===== config.mk =====
export PLATFORM = sky130hd
export DESIGN_NAME = lift_request_queue_flat
export DESIGN_NICKNAME = d
export VERILOG_FILES = /design/src/rtl/lift_request_queue_if.sv /design/src/rtl/lift_request_queue.sv /design/src/flat_wrapper.sv
export SDC_FILE = /design/constraint.sdc
export NUM_CORES = 1
export LEC_CHECK = 0
export ABC_AREA = 1
export BUFFER_PORTS_ARGS = -buffer_cell sky130_fd_sc_hd__buf_4
export CAP_MARGIN = 15
export CORE_MARGIN = 3
export CORE_UTILIZATION = 50
export CTS_BUF_LIST = sky130_fd_sc_hd__clkbuf_4
export DETAILED_ROUTE_END_ITERATION = 12
export HOLD_SLACK_MARGIN = 0.05
export PLACE_DENSITY = 0.67
export SLEW_MARGIN = 20
export SYNTH_ARGS = -nofsm -noshare
export SYNTH_HDL_FRONTEND = slang
export SYNTH_SLANG_ARGS = --single-unit

===== constraint.sdc =====
create_clock -name clk -period 3 [get_ports clk]
set_clock_uncertainty 0.1 [all_clocks]
set_input_delay 0.3 -clock clk [delete_from_list [all_inputs] [get_ports clk]]
set_output_delay 0.3 -clock clk [all_outputs]
set_load 0.05 [all_outputs]

===== src/rtl/lift_request_queue_if.sv =====
// Signal bundle between the floor-select panel, the lift controller and the
// request queue. The queue itself connects through the slave modport.
interface lift_request_queue_if;
    logic [8:0] sw;
    logic [3:0] cur_floor;
    logic       ack;
    logic       req_valid;
    logic [3:0] req_floor;
    logic [8:0] pending;
    logic       dir_up;

    modport master (
        output sw,
        output cur_floor,
        output ack,
        input  req_valid,
        input  req_floor,
        input  pending,
        input  dir_up
    );

    modport slave (
        input  sw,
        input  cur_floor,
        input  ack,
        output req_valid,
        output req_floor,
        output pending,
        output dir_up
    );
endinterface


===== src/rtl/lift_request_queue.sv =====
// Lift request queue: synchronises and debounces nine floor switches, keeps a
// pending-floor bitmap and offers the next target using a SCAN-style sweep.
module lift_request_queue #(
    parameter int DEB_CYCLES = 50000
) (
    input logic                  clk,
    input logic                  res,
    lift_request_queue_if.slave  bus
);

    localparam int CW = $clog2(DEB_CYCLES + 1);

    localparam logic [0:0] IDLE  = 1'b0;
    localparam logic [0:0] OFFER = 1'b1;

    logic [8:0] sync1_reg;
    logic [8:0] sync2_reg;
    logic [8:0] deb_vec;
    logic [8:0] deb_d_reg;
    logic [8:0] rise;

    logic [0:0] state_reg;
    logic [0:0] state_next;
    logic [3:0] req_floor_reg;
    logic [3:0] req_floor_next;
    logic       dir_up_reg;
    logic       dir_up_next;
    logic [8:0] pending_reg;
    logic [8:0] pending_next;
    logic [8:0] clr;

    logic [3:0] cf;
    logic [8:0] ge_mask;
    logic [8:0] lt_mask;
    logic [8:0] le_mask;
    logic [8:0] gt_mask;
    logic [3:0] sel_floor;
    logic       sel_dir;

    always_ff @(posedge clk) begin
        if (res) begin
            sync1_reg <= '0;
            sync2_reg <= '0;
            deb_d_reg <= '0;
        end else begin
            sync1_reg <= bus.sw;
            sync2_reg <= sync1_reg;
            deb_d_reg <= deb_vec;
        end
    end

    // One counter per switch; the debounced value only moves after
    // DEB_CYCLES consecutive cycles of disagreement.
    generate
        for (genvar gi = 0; gi < 9; gi++) begin : g_deb
            logic [CW-1:0] cnt_reg;
            logic          deb_bit_reg;

            always_ff @(posedge clk) begin
                if (res) begin
                    cnt_reg     <= '0;
                    deb_bit_reg <= 1'b0;
                end else if (sync2_reg[gi] == deb_bit_reg) begin
                    cnt_reg <= '0;
                end else if (cnt_reg == CW'(DEB_CYCLES - 1)) begin
                    cnt_reg     <= '0;
                    deb_bit_reg <= sync2_reg[gi];
                end else begin
                    cnt_reg <= cnt_reg + 1'b1;
                end
            end

            assign deb_vec[gi] = deb_bit_reg;
        end
    endgenerate

    assign rise = deb_vec & ~deb_d_reg;

    assign cf = (bus.cur_floor > 4'd8) ? 4'd8 : bus.cur_floor;

    generate
        for (genvar gi = 0; gi < 9; gi++) begin : g_mask
            assign ge_mask[gi] = pending_reg[gi] & (4'(gi) >= cf);
            assign lt_mask[gi] = pending_reg[gi] & (4'(gi) <  cf);
            assign le_mask[gi] = pending_reg[gi] & (4'(gi) <= cf);
            assign gt_mask[gi] = pending_reg[gi] & (4'(gi) >  cf);
        end
    endgenerate

    function automatic logic [3:0] lowest_idx(input logic [8:0] m);
        logic [3:0] r;
        r = 4'd0;
        for (int i = 8; i >= 0; i--) begin
            if (m[i]) r = 4'(i);
        end
        return r;
    endfunction

    function automatic logic [3:0] highest_idx(input logic [8:0] m);
        logic [3:0] r;
        r = 4'd0;
        for (int i = 0; i < 9; i++) begin
            if (m[i]) r = 4'(i);
        end
        return r;
    endfunction

    // Keep sweeping in the current direction; reverse only when nothing
    // remains ahead of the car.
    always_comb begin
        sel_floor = 4'd0;
        sel_dir   = dir_up_reg;
        if (dir_up_reg) begin
            if (|ge_mask) begin
                sel_floor = lowest_idx(ge_mask);
                sel_dir   = 1'b1;
            end else begin
                sel_floor = highest_idx(lt_mask);
                sel_dir   = 1'b0;
            end
        end else begin
            if (|le_mask) begin
                sel_floor = highest_idx(le_mask);
                sel_dir   = 1'b0;
            end else begin
                sel_floor = lowest_idx(gt_mask);
                sel_dir   = 1'b1;
            end
        end
    end

    always_comb begin
        state_next     = state_reg;
        req_floor_next = req_floor_reg;
        dir_up_next    = dir_up_reg;
        clr            = '0;
        case (state_reg)
            IDLE: begin
                if (|pending_reg) begin
                    state_next     = OFFER;
                    req_floor_next = sel_floor;
                    dir_up_next    = sel_dir;
                end
            end
            OFFER: begin
                if (bus.ack) begin
                    clr        = 9'd1 << req_floor_reg;
                    state_next = IDLE;
                end
            end
            default: state_next = IDLE;
        endcase
        // Clear wins over a same-cycle press: the arriving car serves it.
        pending_next = (pending_reg | rise) & ~clr;
    end

    always_ff @(posedge clk) begin
        if (res) begin
            state_reg     <= IDLE;
            req_floor_reg <= 4'd0;
            dir_up_reg    <= 1'b1;
            pending_reg   <= '0;
        end else begin
            state_reg     <= state_next;
            req_floor_reg <= req_floor_next;
            dir_up_reg    <= dir_up_next;
            pending_reg   <= pending_next;
        end
    end

    assign bus.req_valid = (state_reg == OFFER);
    assign bus.req_floor = req_floor_reg;
    assign bus.pending   = pending_reg;
    assign bus.dir_up    = dir_up_reg;

endmodule


===== src/flat_wrapper.sv =====
// flat-port wrapper written by rule: the top's interface ports become plain ports
module lift_request_queue_flat 
#(
    parameter int DEB_CYCLES = 50000
)
  (clk, res, bus_sw, bus_cur_floor, bus_ack, bus_req_valid, bus_req_floor, bus_pending, bus_dir_up);
  lift_request_queue_if bus_i ();
  input logic clk;
  input logic res;
  input wire logic [$bits(bus_i.sw)-1:0] bus_sw;
  input wire logic [$bits(bus_i.cur_floor)-1:0] bus_cur_floor;
  input wire logic [$bits(bus_i.ack)-1:0] bus_ack;
  output wire logic [$bits(bus_i.req_valid)-1:0] bus_req_valid;
  output wire logic [$bits(bus_i.req_floor)-1:0] bus_req_floor;
  output wire logic [$bits(bus_i.pending)-1:0] bus_pending;
  output wire logic [$bits(bus_i.dir_up)-1:0] bus_dir_up;
  assign bus_i.sw = bus_sw;
  assign bus_i.cur_floor = bus_cur_floor;
  assign bus_i.ack = bus_ack;
  assign bus_req_valid = bus_i.req_valid;
  assign bus_req_floor = bus_i.req_floor;
  assign bus_pending = bus_i.pending;
  assign bus_dir_up = bus_i.dir_up;
  lift_request_queue #(.DEB_CYCLES(DEB_CYCLES)) u_core (.clk(clk), .res(res), .bus(bus_i));
endmodule

==> impl_summary.log, run 1 <==
INFO  metric synthTopCellsByArea = dfxtp_1 44%, nand2_1 7.9%, nor2_1 7.8%
INFO  metric final_max_slew_viol_count = 0
INFO  metric critical_path.max_fanout = 35
INFO  metric switching_power = 989 µW
INFO  metric cp_num_buf_inv = 3
INFO  metric power_leakage = 0.00355 µW
INFO  metric synth-edff-count = 0
INFO  metric internal-power = 3090 µW
INFO  metric ys_dominant_reg_cell = dfxtp_1
INFO  metric final_hold_viol_count = 0
INFO  metric multiInputGateArea = 4150 µm²
INFO  metric seq_power_share = 64.1%
INFO  metric critical_path_required = 3.43 ns
INFO  metric drt_first_pass_iters = 5
INFO  metric core_region_area = 16900 µm²
INFO  metric clk-insertion-delay-late = 0.58 ns
INFO  metric worstPathArrival = 2.54 ns
INFO  metric cts_root_buffer = clkbuf_4
INFO  metric tritoncts_num_sinks = 195
INFO  metric synth-warning-count = 0
INFO  metric tritoncts.num_buffers = 17
INFO  metric drt_drc_violations_left = 0
INFO  metric wl_per_cell = 11.4 µm
INFO  metric cts_max_level = 4
INFO  metric synth_top_cell_area_share = 44.4%
INFO  metric synth-seq-area-share = 44.4%
INFO  metric max_freq = 474 MHz
INFO  metric drive_gt1_share = 9.47%
INFO  metric post-route-min-period = 2.11 ns
INFO  metric critical_path.top_delay_family = buffers and inverters
INFO  metric slowest_stage = dlygate4sd3_1
INFO  metric cts_clk_pin_slew_worst_paths = 0.16 ns
INFO  metric mean_syn_cell_area = 7.33 µm²
INFO  metric power.combinational.fraction = 2.9%
INFO  metric tritoncts = yes
INFO  metric row_count = 47
INFO  metric dieHeight = 139 µm
INFO  metric detailedRoute.firstIterationViolations = 357
INFO  metric grt_pass1_wl = 29400 µm
INFO  metric post_layout_utilization_of_the_core = 57.4%
INFO  metric largest_register_ffs = 144
INFO  metric hold_path.class = in -> reg
INFO  metric gr-total-overflow = 0
INFO  metric first_global_vias = 6716
INFO  metric switching_share = 24.3%
INFO  metric asyncSetResetFlopFracSynth = 0%
INFO  metric drv.max_cap_violation_count = 0
INFO  metric power.ir.vdd_worst = 0.241 mV
INFO  metric io_buffers = 30
INFO  metric rsz0062_at_grt = false
INFO  metric fin_tns_setup = 0 ns
INFO  metric synth_cell_types = 46
INFO  metric gp_congestion = 0.838
INFO  metric final_min_period_over_clock_period = 70.3%
INFO  metric finalWirelength = 16900 µm
INFO  metric timing.critical_path.cells = dlygate4sd3_1 > buf_4 > inv_2 > o21ai_0 > a21oi_1 > nand2_1 > o21bai_1 > a21oi_1
INFO  metric worstMarginPinSlew = 0.574 ns
INFO  metric cts.hold.buffers_added = 19
INFO  metric postSynthCellCount = 1198
INFO  metric final.fill_count = 1612
INFO  metric synth.most_common_cell = dfxtp_1
INFO  metric critical_path.max_stage_delay = 0.54 ns
INFO  metric floorplan.initialDensity = 52.0%
INFO  metric rrSetupSlack = 0.92 ns
INFO  metric via_count = 7526
INFO  metric cpMostUsedCell = a21oi_1
INFO  metric routed_via_density = 5.05
INFO  metric antenna_found_initial = 2
INFO  metric die_width = 139 µm
INFO  metric critical_path_class = in -> reg
INFO  metric pwr-share-clk = 32.9%
INFO  metric post_cts.repair.setup_buffers = 0
INFO  metric synth_nets = 1223
INFO  metric number_of_setup_violations_in_the_final_report = 0
INFO  metric detailedPlacementHpwl = 12400 µm
INFO  metric area_delta_synth_final = 10.3%
INFO  metric cts_resized = 0
INFO  metric synth.cell_area = 8780 µm²
INFO  metric run_status = finished, final reports clean
INFO  metric postRouteAntennaNets = 0
INFO  metric power_density = 420 nW/µm²
INFO  metric synth_commonest_cells = 195 x dfxtp_1, 186 x nand2_1, 182 x nor2_1
INFO  metric clk_buf_depth = 2
INFO  metric largest_net_degree_at_the_start_of_global_routing = 36
INFO  metric critPathCaptureType = flop
INFO  metric worst_slew_margin_relative_to_its_limit = 61.6%
INFO  metric synthDominantAreaCellType = dfxtp_1
INFO  metric ys_ff_latch = 195
INFO  metric worstSetupStartpointType = input pin
INFO  metric fp.dieArea = 19200 µm²
INFO  metric top_level_ports = 31
INFO  metric global_route.usage.total = 17.6%
INFO  metric area.sequential = 3900 µm²
INFO  metric number_of_nets_in_the_finished_design = 1279
==> per-layer routing <==
metal | GRT usage, % | up-vias | wire (µm)
met5 | 0 | - | 0
met4 | 4.84 | 0 | 166
met3 | 4.34 | 14 | 838
met2 | 27.4 | 135 | 7150
met1 | 24.6 | 3332 | 8760
li1 | - | 4045 | -
==> worst paths after layout <==
kind | startpoint | to | cells after the start
hold / removal | bus_cur_floor[3] | u_core.bus.req_floor[3] | 6
setup reg to reg | u_core.g_deb[3].cnt_reg[0] | u_core.g_deb[3].cnt_reg[13] | 11
hold reg to reg | u_core.sync1_reg[1] | u_core.sync2_reg[1] | 2
setup / recovery | res | u_core.g_deb[3].cnt_reg[13] | 8
==> kinds of logic (layout without fill, tap and decap cells) <==
logic type	after synthesis	count (layout)	share of synthesized area [%]
DFF	195	195	44.4
other	0	2	0
adders and majority gates	9	9	1.28
and+or+nand+nor	600	600	32.4
buffers and inverters	190	259	8.36
xor gates and xnor gates	17	17	1.70
AOI/OAI and AO/OA	187	187	11.8
==> worst min-delay path: cells and delay by family <==
kind | cells | cell delay (ns)
compound gates | 1 | 0.06
buf+inv | 1 | 0.17
simple gates | 4 | 0.25
==> layout make-up <==
cell class / count / area share [%]
Inverter: 177 / 6.87
Antenna cell: 2 / 0.0516
Sequential cell: 195 / 40.3
Multi-Input combinational cell: 813 / 42.8
Clock buffer: 17 / 1.32
Timing Repair Buffer: 50 / 4.36
Tap cell: 220 / 2.84
Clock inverter: 15 / 1.50
==> power by group through the flow <==
stage / logic, µW / registers, µW / clock network [µW]
3_3_place_gp: 99.5 / 2670 / 0
2_1_floorplan: 68.3 / 2670 / 0
6_report: 119 / 2610 / 1340
3_5_place_dp: 101 / 2670 / 0
5_1_grt: 134 / 2620 / 1500
4_1_cts: 120 / 2610 / 1410
==> cells in the final DEF (no fill, tap or decap), drive strengths merged <==
master / instances
dfxtp: 195
bufinv: 1
nor2: 198
o21bai: 3
clkbuf: 17
o31ai: 2
nor3: 63
and3: 7
nand3: 58
o22ai: 4
a31oi: 7
a22oi: 1
xnor2: 2
or2: 3
o311ai: 2
diode: 2
nor3b: 15
xor2: 15
dlygate4sd3: 19
nand2: 204
buf: 31
nor4: 24
o21ai: 47
clkinvlp: 3
clkinv: 6
nand4: 27
o211ai: 5
a21oi: 100
nand3b: 1
a211oi: 1
ha: 9
a21o: 1
inv: 182
o21a: 14
==> metrics by stage <==
step | hold WS (ns) | std cells | power, µW | setup WS (ns) | area [µm²]
2_1_floorplan | 0.288 | 1198 | 2740 | 1.17 | 8780
3_3_place_gp | 0.292 | 1436 | 2770 | 0.850 | 9220
3_5_place_dp | 0.297 | 1436 | 2770 | 0.832 | 9220
4_1_cts | 0.101 | 1487 | 4140 | 0.900 | 9690
5_1_grt | 0.163 | 1489 | 4250 | 0.698 | 9690
6_report | 0.160 | 1489 | 4070 | 0.890 | 9690
Note: power is estimated with default switching activity, not from simulation.
==> inputs of run 2 (changes only) <==
clock period = 2.15 ns   (was 3 ns; I/O delays follow)
==> run 2 against run 1 <==
Effect of this change: clock power grew 43%; critical path type is now reg -> reg; cell area increased by 0.22%; highest routed layer unchanged; largest power group unchanged; combinational power increased by 40%; non-clock buffer count up 4; worst hold slack better by 0.093 ns.
==> impl_summary.log, run 2 (synthesis gave the netlist of run 1 again) <==
INFO  metric final_max_slew_viol_count = 0
INFO  metric run_status = finished, final reports clean
INFO  metric drv.max_cap_violation_count = 0
INFO  metric antenna_found_initial = 1
INFO  metric drive_gt1_share = 10.2%
INFO  metric first_global_vias = 6735
INFO  metric detailedRoute.firstIterationViolations = 418
INFO  metric detailedPlacementHpwl = 12700 µm
INFO  metric fin_tns_setup = 0 ns
INFO  metric internal-power = 4420 µW
INFO  metric via_count = 7519
INFO  metric number_of_nets_in_the_finished_design = 1283
INFO  metric drt_drc_violations_left = 0
INFO  metric layout.cells.most_common_list = 195 x dfxtp_1, 185 x nand2_1, 182 x nor2_1
INFO  metric worst_slew_margin_relative_to_its_limit = 69.1%
INFO  metric final_min_period_over_clock_period = 89.3%
INFO  metric seq_power_share = 63.6%
INFO  metric cts_max_level = 4
INFO  metric die_width = 139 µm
INFO  metric clk-insertion-delay-late = 0.56 ns
INFO  metric dieHeight = 139 µm
INFO  metric area_delta_synth_final = 10.6%
INFO  metric power_density = 591 nW/µm²
INFO  metric tritoncts = yes
INFO  metric layout.cells.non_filler = 1492
INFO  metric number_of_setup_violations_in_the_final_report = 0
INFO  metric finalWirelength = 17100 µm
INFO  metric io_buffers = 30
INFO  metric worstMarginPinSlew = 0.460 ns
INFO  metric layout.cells.most_common = dfxtp_1
INFO  metric critical_path.max_fanout = 8
INFO  metric worstPathArrival = 2.28 ns
INFO  metric critical_path_required = 2.51 ns
INFO  metric tritoncts.num_buffers = 17
INFO  metric global_route.usage.total = 18.3%
INFO  metric largest_register_ffs = 144
INFO  metric rsz0062_at_grt = false
INFO  metric postRouteAntennaNets = 0
INFO  metric timing.critical_path.cells = ha_1 > nand2_1 > inv_1 > nand2_1 > nor2_1 > inv_1 > nor3_1 > nand3_1 > nand2_1 > buf_4 > nor3_1
INFO  metric cts_root_buffer = clkbuf_4
INFO  metric critical_path_class = reg -> reg
INFO  metric power_leakage = 0.00357 µW
INFO  metric power.combinational.fraction = 2.9%
INFO  metric gr-total-overflow = 0
INFO  metric post_cts.repair.setup_buffers = 0
INFO  metric fp.dieArea = 19200 µm²
INFO  metric pwr-share-clk = 33.5%
INFO  metric clk_buf_depth = 2
INFO  metric wl_per_cell = 11.5 µm
INFO  metric largest_net_degree_at_the_start_of_global_routing = 35
INFO  metric hold_path.class = in -> reg
INFO  metric critPathCaptureType = flop
INFO  metric top_level_ports = 31
INFO  metric worstSetupStartpointType = flop
INFO  metric switching_power = 1320 µW
INFO  metric tritoncts_num_sinks = 195
INFO  metric routed_via_density = 5.04
INFO  metric slowest_stage = dfxtp_1
INFO  metric max_freq = 521 MHz
INFO  metric power.ir.vdd_worst = 0.436 mV
INFO  metric floorplan.initialDensity = 52.0%
INFO  metric cpMostUsedCell = nand2_1
INFO  metric row_count = 47
INFO  metric grt_pass1_wl = 30300 µm
INFO  metric switching_share = 22.9%
INFO  metric cts_clk_pin_slew_worst_paths = 0.15 ns
INFO  metric core_region_area = 16900 µm²
INFO  metric placed_cells_incl_taps = 1446
INFO  metric critical_path.max_stage_delay = 0.38 ns
INFO  metric drt_first_pass_iters = 5
INFO  metric final_hold_viol_count = 0
INFO  metric gp_congestion = 0.906
INFO  metric post-route-min-period = 1.92 ns
==> run 2: changes by cell type in the layout (fill, tap and decap cells not counted), sizes merged <==
cell / change
clkinvlp: -2
clkinv: +4
diode: -1
inv: -5
bufinv: +1
dlygate4sd3: -6
clkbuf: +2
buf: +10
==> run 2: power groups by stage <==
stage	Sequential, µW	Combinational, µW	Clock, µW
floorplan	3720	95.3	0
global placement	3720	148	0
detailed placement	3720	150	0
CTS	3650	169	2000
global route	3650	190	2140
finish	3650	167	1920
==> run 2: final timing paths <==
kind | from | end | slack (ns) | cells past startpoint
max reg2reg | u_core.g_deb[3].cnt_reg[0] | u_core.g_deb[3].cnt_reg[5] | 0.23 | 11
max | u_core.g_deb[3].cnt_reg[0] | u_core.g_deb[3].cnt_reg[5] | 0.23 | 11
min | bus_cur_floor[0] | u_core.bus.req_floor[0] | 0.25 | 7
min reg2reg | u_core.sync1_reg[3] | u_core.sync2_reg[3] | 0.31 | 2
==> run 2: repair_timing <==
action	in CTS	in global routing
endpoints found under the setup margin	0	1
hold buffers	13	0
gates resized for setup	0	1
endpoints found under the hold margin	22	0
==> run 2: area by class of cell <==
class	instances	area (µm²)
clock inverters	13	136
clock buffers	19	143
flip-flops and latches	195	3900
well taps	220	275
diodes	1	2.50
multi-input cells	813	4150
fillers	1609	7170
inverters	177	666
repair buffers	54	438
==> run 2: per-stage QoR <==
step / worst slack (ns) / cell area [µm²] / hold WS (ns) / total power [µW] / utilization (%)
after floorplan: 0.324 / 8780 / 0.222 / 3820 / -
after global placement: 0.266 / 9300 / 0.290 / 3870 / 55.1
after detailed placement: 0.256 / 9300 / 0.295 / 3870 / 55.1
after CTS: 0.235 / 9710 / 0.200 / 5820 / 57.5
after global routing: 0.00602 / 9710 / 0.259 / 5980 / 57.5
final: 0.230 / 9710 / 0.253 / 5740 / 57.5
==> run 2: critical path: cells and delay by family, from the launching register on <==
family	cells	cell delay (ns)
adders and majority gates	1	0.18
and+or+nand+nor	7	0.84
buffers and inverters	3	0.33
DFF	1	0.38
==> run 2: metal layers <==
layer / GRT usage (%) / vias up / wire length, µm
li1: - / 4049 / -
met1: 26.0 / 3362 / 9010
met2: 28.4 / 98 / 7300
met3: 4.52 / 10 / 654
met4: 3.59 / 0 / 131
met5: 0 / - / 0
